==> src/rtl/fetch_unit.sv <==
// fetch_unit: PC owner, fetch queue, LI merging and redirect handling; define FETCH_HALT_EN to stop fetching on the halt word
module fetch_unit #(
    parameter logic [15:0] RESET_PC = 16'h0000,
    parameter int          DEPTH    = 4
) (
    input  logic        clk,
    input  logic        rst_n,
    output logic        imem_rd,
    output logic [15:0] imem_addr,
    input  logic [15:0] imem_data,
    input  logic        redirect_valid,
    input  logic [15:0] redirect_pc,
    output logic        out_valid,
    input  logic        out_ready,
    output logic [15:0] out_ir,
    output logic [15:0] out_imm,
    output logic [15:0] out_pc,
    output logic        halted
);
    localparam int PW = $clog2(DEPTH);
    localparam int CW = PW + 1;
    localparam logic [CW-1:0] FULL = CW'(DEPTH);

    logic [15:0]   q_word [DEPTH];
    logic [15:0]   q_addr [DEPTH];
    logic [PW-1:0] rd_ptr, wr_ptr;
    logic [CW-1:0] count, pop_n, occ;
    logic [15:0]   pc, fill_addr, head_word, next_word;
    logic          inflight, halt_seen, redir, head_li, fire, push;

    // head decode, handshake, issue and fill decisions
    always_comb begin
        head_word = q_word[rd_ptr];
        next_word = q_word[rd_ptr + PW'(1)];
        head_li   = head_word[15:12] == 4'hA;
        out_valid = !halted && (head_li ? count >= CW'(2) : count != '0);
        out_ir    = out_valid ? head_word : 16'h0000;
        out_imm   = out_valid && head_li ? next_word : 16'h0000;
        out_pc    = out_valid ? q_addr[rd_ptr] : 16'h0000;
        redir     = redirect_valid && !halted;
        fire      = out_valid && out_ready && !redir;
        pop_n     = fire ? (head_li ? CW'(2) : CW'(1)) : '0;
        occ       = count + CW'(inflight) - pop_n;
        imem_rd   = rst_n && !halted && !halt_seen && !redirect_valid && occ < FULL;
        imem_addr = pc;
        push      = inflight && !redir && !halt_seen;
    end

    // PC, queue pointers and occupancy; a redirect flushes everything and kills the read in flight
    always_ff @(posedge clk or negedge rst_n) begin
        if (!rst_n) begin
            pc        <= RESET_PC;
            rd_ptr    <= '0;
            wr_ptr    <= '0;
            count     <= '0;
            inflight  <= 1'b0;
            fill_addr <= 16'h0000;
        end else begin
            inflight  <= imem_rd;
            fill_addr <= pc;
            if (redir) begin
                pc     <= redirect_pc;
                rd_ptr <= '0;
                wr_ptr <= '0;
                count  <= '0;
            end else begin
                if (imem_rd) pc <= pc + 16'd1;
                if (push) wr_ptr <= wr_ptr + PW'(1);
                rd_ptr <= rd_ptr + pop_n[PW-1:0];
                count  <= count + CW'(push) - pop_n;
            end
        end
    end

    // queue storage: returning word tagged with the address it was fetched from
    always_ff @(posedge clk) begin
        if (push) begin
            q_word[wr_ptr] <= imem_data;
            q_addr[wr_ptr] <= fill_addr;
        end
    end

`ifdef FETCH_HALT_EN
    // halt word pushed stops issue and fill; halted rises once that word has been handed downstream
    always_ff @(posedge clk or negedge rst_n) begin
        if (!rst_n) begin
            halt_seen <= 1'b0;
            halted    <= 1'b0;
        end else begin
            if (redir) halt_seen <= 1'b0;
            else if (push && imem_data == 16'h0000) halt_seen <= 1'b1;
            if (fire && head_word == 16'h0000) halted <= 1'b1;
        end
    end
`else
    assign halt_seen = 1'b0;
    assign halted    = 1'b0;
`endif
endmodule
==> config.mk <==
export PLATFORM = sky130hd
export DESIGN_NAME = fetch_unit
export DESIGN_NICKNAME = d
export VERILOG_FILES = /design/src/rtl/fetch_unit.sv
export SDC_FILE = /design/constraint.sdc
export NUM_CORES = 1
export LEC_CHECK = 0
export ABC_AREA = 1
export CORE_MARGIN = 2
export CORE_UTILIZATION = 59
export CTS_CLUSTER_SIZE = 20
export DETAILED_ROUTE_END_ITERATION = 6
export GPL_ROUTABILITY_DRIVEN = 0
export MAX_ROUTING_LAYER = met4
export PLACE_DENSITY = 0.85
export REMOVE_ABC_BUFFERS = 1
export SYNTH_ARGS = -nofsm -noshare
export SYNTH_HDL_FRONTEND = slang
export SYNTH_SLANG_ARGS = --single-unit
==> constraint.sdc <==
create_clock -name clk -period 7.3 [get_ports clk]
set_input_delay 1.46 -clock clk [delete_from_list [all_inputs] [get_ports clk]]
set_output_delay 1.46 -clock clk [all_outputs]
set_load 0.02 [all_outputs]
* Word-level counts from Yosys, hierarchy flattened
Memories as Yosys holds them, arrays and structs flattened.
Index checks and enable logic that the tools add are counted.
** Storage, ports and cells
- Bits in registers :: 40
- Bits in latches :: 0
- Bits in writable memories :: 128
- ROM bits :: 0
- Input bits :: 36
- Logic and storage cells :: 43
- Memories :: 2
** Memory list
- q_addr :: words 4, bits a word 16, read ports 1, clocked after Yosys merged registers in 0, write ports 1, RTL line 25 : logic [15:0] q_addr [DEPTH];
- q_word :: words 4, bits a word 16, read ports 2, clocked after Yosys merged registers in 0, write ports 1, RTL line 24 : logic [15:0] q_word [DEPTH];
** Operators by class
- Add/subtract/negate cells :: 8
- Multipliers :: 0
- Divide/modulo/power cells :: 0
- Order comparisons :: 2
- Equal/unequal tests :: 1
- Shift operators :: 0
- Muxes and demuxes :: 14
- Bitwise logic cells :: 0
- Reductions and logical operators :: 10
** Operator list (count)
- two-way mux 16 bit :: 5
- adder 16 x 1 -> 16 bit (second input constant) :: 1
- two-way mux 2 bit :: 5
- adder 3 x 1 -> 3 bit :: 2
- logical AND 1 bit :: 6
- subtractor 3 x 2 -> 3 bit :: 2
- adder 2 x 1 -> 2 bit (second input constant) :: 2
- equality test 4 bit (second input constant) :: 1
- nonzero test 2 bit :: 2
- greater-or-equal comparator 3 x 2 -> 1 bit (second input constant) :: 1
- less-than comparator 3 bit (second input constant) :: 1
- two-way mux 1 bit :: 3
- two-way mux 3 bit :: 1
- nonzero test 3 bit :: 1
- adder 2 bit :: 1
- zero test 1 bit :: 1

* Depth between registers and ports, before layout
An unclocked memory read counts as a cell.
- Word-level depth :: 11
- Depth in mapped cells :: 21

* Worst setup path before layout
No wires, ideal clock.
- Path type :: input to output
- Start :: in redirect_valid
- End :: out imem_rd
- Data arrival time :: 3.257 ns
- Slack :: 2.583 ns
- Stages on the path :: 14
- Path buffers :: 2
- Cells stage by stage :: clkbuf_1 > nor2_1 > o211ai_2 > nor2_1 > inv_1 > ha_1 > nand2_1 > inv_1 > nand3_2 > nand2_1 > nand2_2 > nand3_4 > buf_2 > inv_1
** Between the ends
- Cells in the longest elaborated chain, start to end :: 6
- Elaborated cells on any way between the ends :: 7
- Those cells by class :: 1 x add/sub; 1 x order compare; 1 x mux; 4 x reduce/logical
** Ends and longest elaborated chain
- start, declared :: RTL line 11 : input logic redirect_valid,
- zero test 1 bit * :: RTL line 41, 44
- logical AND 1 bit :: RTL line 41 : fire = out_valid && out_ready && !redir;
- two-way mux 2 bit :: RTL line 42 : pop_n = fire ? (head_li ? CW'(2) : CW'(1)) : '0;
- subtractor 3 x 2 -> 3 bit :: RTL line 43 : occ = count + CW'(inflight) - pop_n;
- less-than comparator 3 bit :: RTL line 44 : imem_rd = rst_n && !halted && !halt_seen && !redirect_valid && occ < FULL;
- logical AND 1 bit * :: RTL line 44
- end, declared :: RTL line 8 : output logic imem_rd,
Every way passes the cells marked *; elsewhere a longest branch is shown, timed or not.

* Worst setup path in the final report
- Start :: reg rd_ptr[0]
- End :: out imem_rd
** Between the ends
- Cells in the longest elaborated chain, start to end :: 9
- Elaborated cells on any way between the ends :: 10
- Those cells by class :: 1 x add/sub; 1 x order compare; 1 x eq/ne; 3 x mux; 3 x reduce/logical; 1 x memory
** Ends and longest elaborated chain
- start, declared :: RTL line 26 : logic [PW-1:0] rd_ptr, wr_ptr;
- start signal, assigned :: RTL line 69 : rd_ptr <= rd_ptr + pop_n[PW-1:0];
- memory (4 x 16 bit) *
- equality test 4 bit * :: RTL line 35 : head_li = head_word[15:12] == 4'hA;
- two-way mux 1 bit :: RTL line 36 : out_valid = !halted && (head_li ? count >= CW'(2) : count != '0);
- logical AND 1 bit (2 in a row) :: RTL line 41
- two-way mux 2 bit * :: RTL line 42
- subtractor 3 x 2 -> 3 bit * :: RTL line 43
- less-than comparator 3 bit * :: RTL line 44
- logical AND 1 bit * :: RTL line 44
Marks and branches as above.

==> flow_summary.yaml <==
worst_hold_path:
  hold_depth: 0
  hold_path.class: "reg -> reg"
finish:
  layout_commonest_cell: "edfxtp_1"
  num-fill-cells: 781
  area_growth_pct: 22.4
  nNetsFinal: 804
  drive_above_1_share_pct: 7.12
  final_cell_mix: "edfxtp_1, nand2_1, clkdlybuf4s50_1"
  final_core_util_pct: 74.5
  final_cells: 940
  diodes: 0
clock_tree:
  cts_hold_buffers: 0
  cts_buffers: 17
  clockRootBuffer: "clkbuf_16"
  htreeDepth: 4
  cts_setup_buffers: 0
  max-clock-path-buffers: 2
  worstSkewPairLatency_ns: 0.42
  cts_sinks: 168
  clk_pin_slew_worst_paths_ns: 0.06
  cts_resized: 0
  cts_tree: "yes"
place:
  port_buffers: 101
  dpl_worst_slack_ns: 1.33
  dp_cells: 908
  dp_hpwl_um: 9840
critical_path:
  criticalPathCategory: "reg -> out"
  startpoint_type: "flip-flop"
  crit_arrival_ns: 4.65
  crit_required_ns: 5.84
  worstPathMaxFanout: 81
  reg2regPathDepth: 19
  endpoint_kind: "primary output"
synthesis:
  syn_avg_cell_area_um2: 10.9
  async_flop_share_pct: 23.8
  ys_types: 36
  synthFlopType: "edfxtp_1"
  syn_area_mm2: 0.00738
  synth-edff-count: 128
  ys.warnings.count: 0
  ys_seq_area_share_pct: 65.7
  synth_top_area_cell: "edfxtp_1"
  synthCells: 676
  synth_seq_cells: 168
  synth.area.top_cells: "edfxtp_1, dfrtp_1, nand2_1, nor2_1, o21ai_0"
  netlist.area_leader.share_pct: 52.1
sta:
  tightestPinTransition_ns: 1.32
  setup_slack_ns: 1.19
  finalSetupTns_ns: 0
  max-slew-margin-rel_pct: 12.0
  finalClockSkew_ns: 0.00941
  setup_violations: 0
  fmax_mhz: 164
  fin_crit_ns: 6.11
  final_hold_viol_count: 0
  hold_slack_ns: 0.462
  rsz0062_at_grt: "false"
  drv_slew: 0
  fin_crit_sh_pct: 83.7
detailed_routing:
  ant_nets: 0
  vias: 5566
  drc: 0
  firstDrtPassIters: 5
  drtIter0Drc: 716
  wl_um: 17000
  vias_per_cell: 5.92
  drt-wirelength-per-cell_um: 18.0
floorplan:
  die_x_um: 116
  row_count: 40
  core_mm2: 0.0121
  fp.dieArea_mm2: 0.0134
  start_util_pct: 60.9
  io_pins: 103
  dieHeight_um: 116
global_route:
  grt-ovfl-total: 0
  grtUsageTotal_pct: 27.5
  grt_max_degree: 82
  grt_pass1_vias: 5633
  antenna_found_initial: 0
  grt_pass1_wl_um: 27100
power_and_ir_drop:
  leakagePower_nw: 3.45
  power_density_mw_per_mm2: 325
  ir_worst_vdd_mv: 0.202
run:
  cap_violations: 0
run_status:
  status: "completed"
[registers in the layout, summed over array words and instances (netlist names)]
register and cells:
inflight 1, count 3, fill_addr 16, imem_addr 16, wr_ptr 2, q_word 64, rd_ptr 2, q_addr 64
[per-layer routing]
layer | vias to the layer above | global-route usage [%] | part of all wire (%)
li1 | 2553 | - | -
met1 | 2655 | 33.6 | 40
met2 | 305 | 44.1 | 50
met3 | 53 | 5.91 | 7.7
met4 | 0 | 13.3 | 2.4
met5 | - | - | 0
[cells in the mapped netlist (5+ instances only)]
| library cell | n |
|---|---|
| edfxtp_1 | 128 |
| nand2_1 | 123 |
| nor2_1 | 82 |
| o21ai_0 | 48 |
| a21oi_1 | 47 |
| dfrtp_1 | 40 |
| inv_1 | 34 |
| nand3_1 | 33 |
| clkbuf_1 | 32 |
| o22ai_1 | 26 |
| a211oi_1 | 12 |
| a221oi_1 | 12 |
| xor2_1 | 10 |
| ha_1 | 8 |
| xnor2_1 | 5 |
[cell type report]
cell class	instances	area [um2]	share of cell area [%]
well taps	168	210	2.33
clock buffers	18	429	4.75
clock inverters	14	116	1.29
repair buffers	104	1030	11.4
multi-input cells	429	2250	24.9
flip-flops and latches	168	4850	53.7
inverters	39	146	1.62
[power by group]
group          internal, W  switching (W)
Combinational     0.000334       0.000527
Sequential         0.00116      0.0000988
Clock             0.000444       0.000376
[worst paths after layout]
path                              startpoint             to  slack, ns
worst max-delay path               rd_ptr[0]        imem_rd       1.19
worst min-delay path            imem_addr[5]   fill_addr[5]       0.46
worst max register to register     rd_ptr[0]   imem_addr[1]       3.37
worst min register to register  imem_addr[5]   fill_addr[5]       0.46
max in group asynchronous              rst_n      rd_ptr[0]       5.52
min in group asynchronous              rst_n  imem_addr[14]       1.16
[critical path: stages (launching register included)]
cell and delay [ns]:
dfrtp_2 0.41, inv_2 0.94, nand2_1 0.18, nand3_1 0.20, nand2_2 0.11, nor2_4 0.14
nand2_4 0.09, nor2_1 0.13, nand2_1 0.07, ha_1 0.30, ha_1 0.30, nand2_1 0.10
inv_1 0.06, nand3_2 0.08, nand2_1 0.07, nand2_2 0.08, nand3_4 0.19, inv_1 0.14
clkdlybuf4s50_1 0.61
[stage by stage]
stage,area [um2],power [W]
after floorplan,7200,0.00171
after CTS,9030,0.00294
after detailed placement,8480,0.00212
after global routing,9030,0.00307
final,9030,0.00293
after global placement,8480,0.00208
[cells by family after synthesis]
| kind of cell | share of synthesized area [%] |
|---|---|
| buffers and inverters | 4.39 |
| adder cells (fa/ha/maj) | 1.63 |
| other | 0.0508 |
| AO/OA/AOI/OAI | 12.2 |
| flip-flops | 65.7 |
| AND/OR/NAND/NOR | 14.3 |
| XOR/XNOR | 1.78 |
No activity file was read; power rests on OpenSTA's default activity.
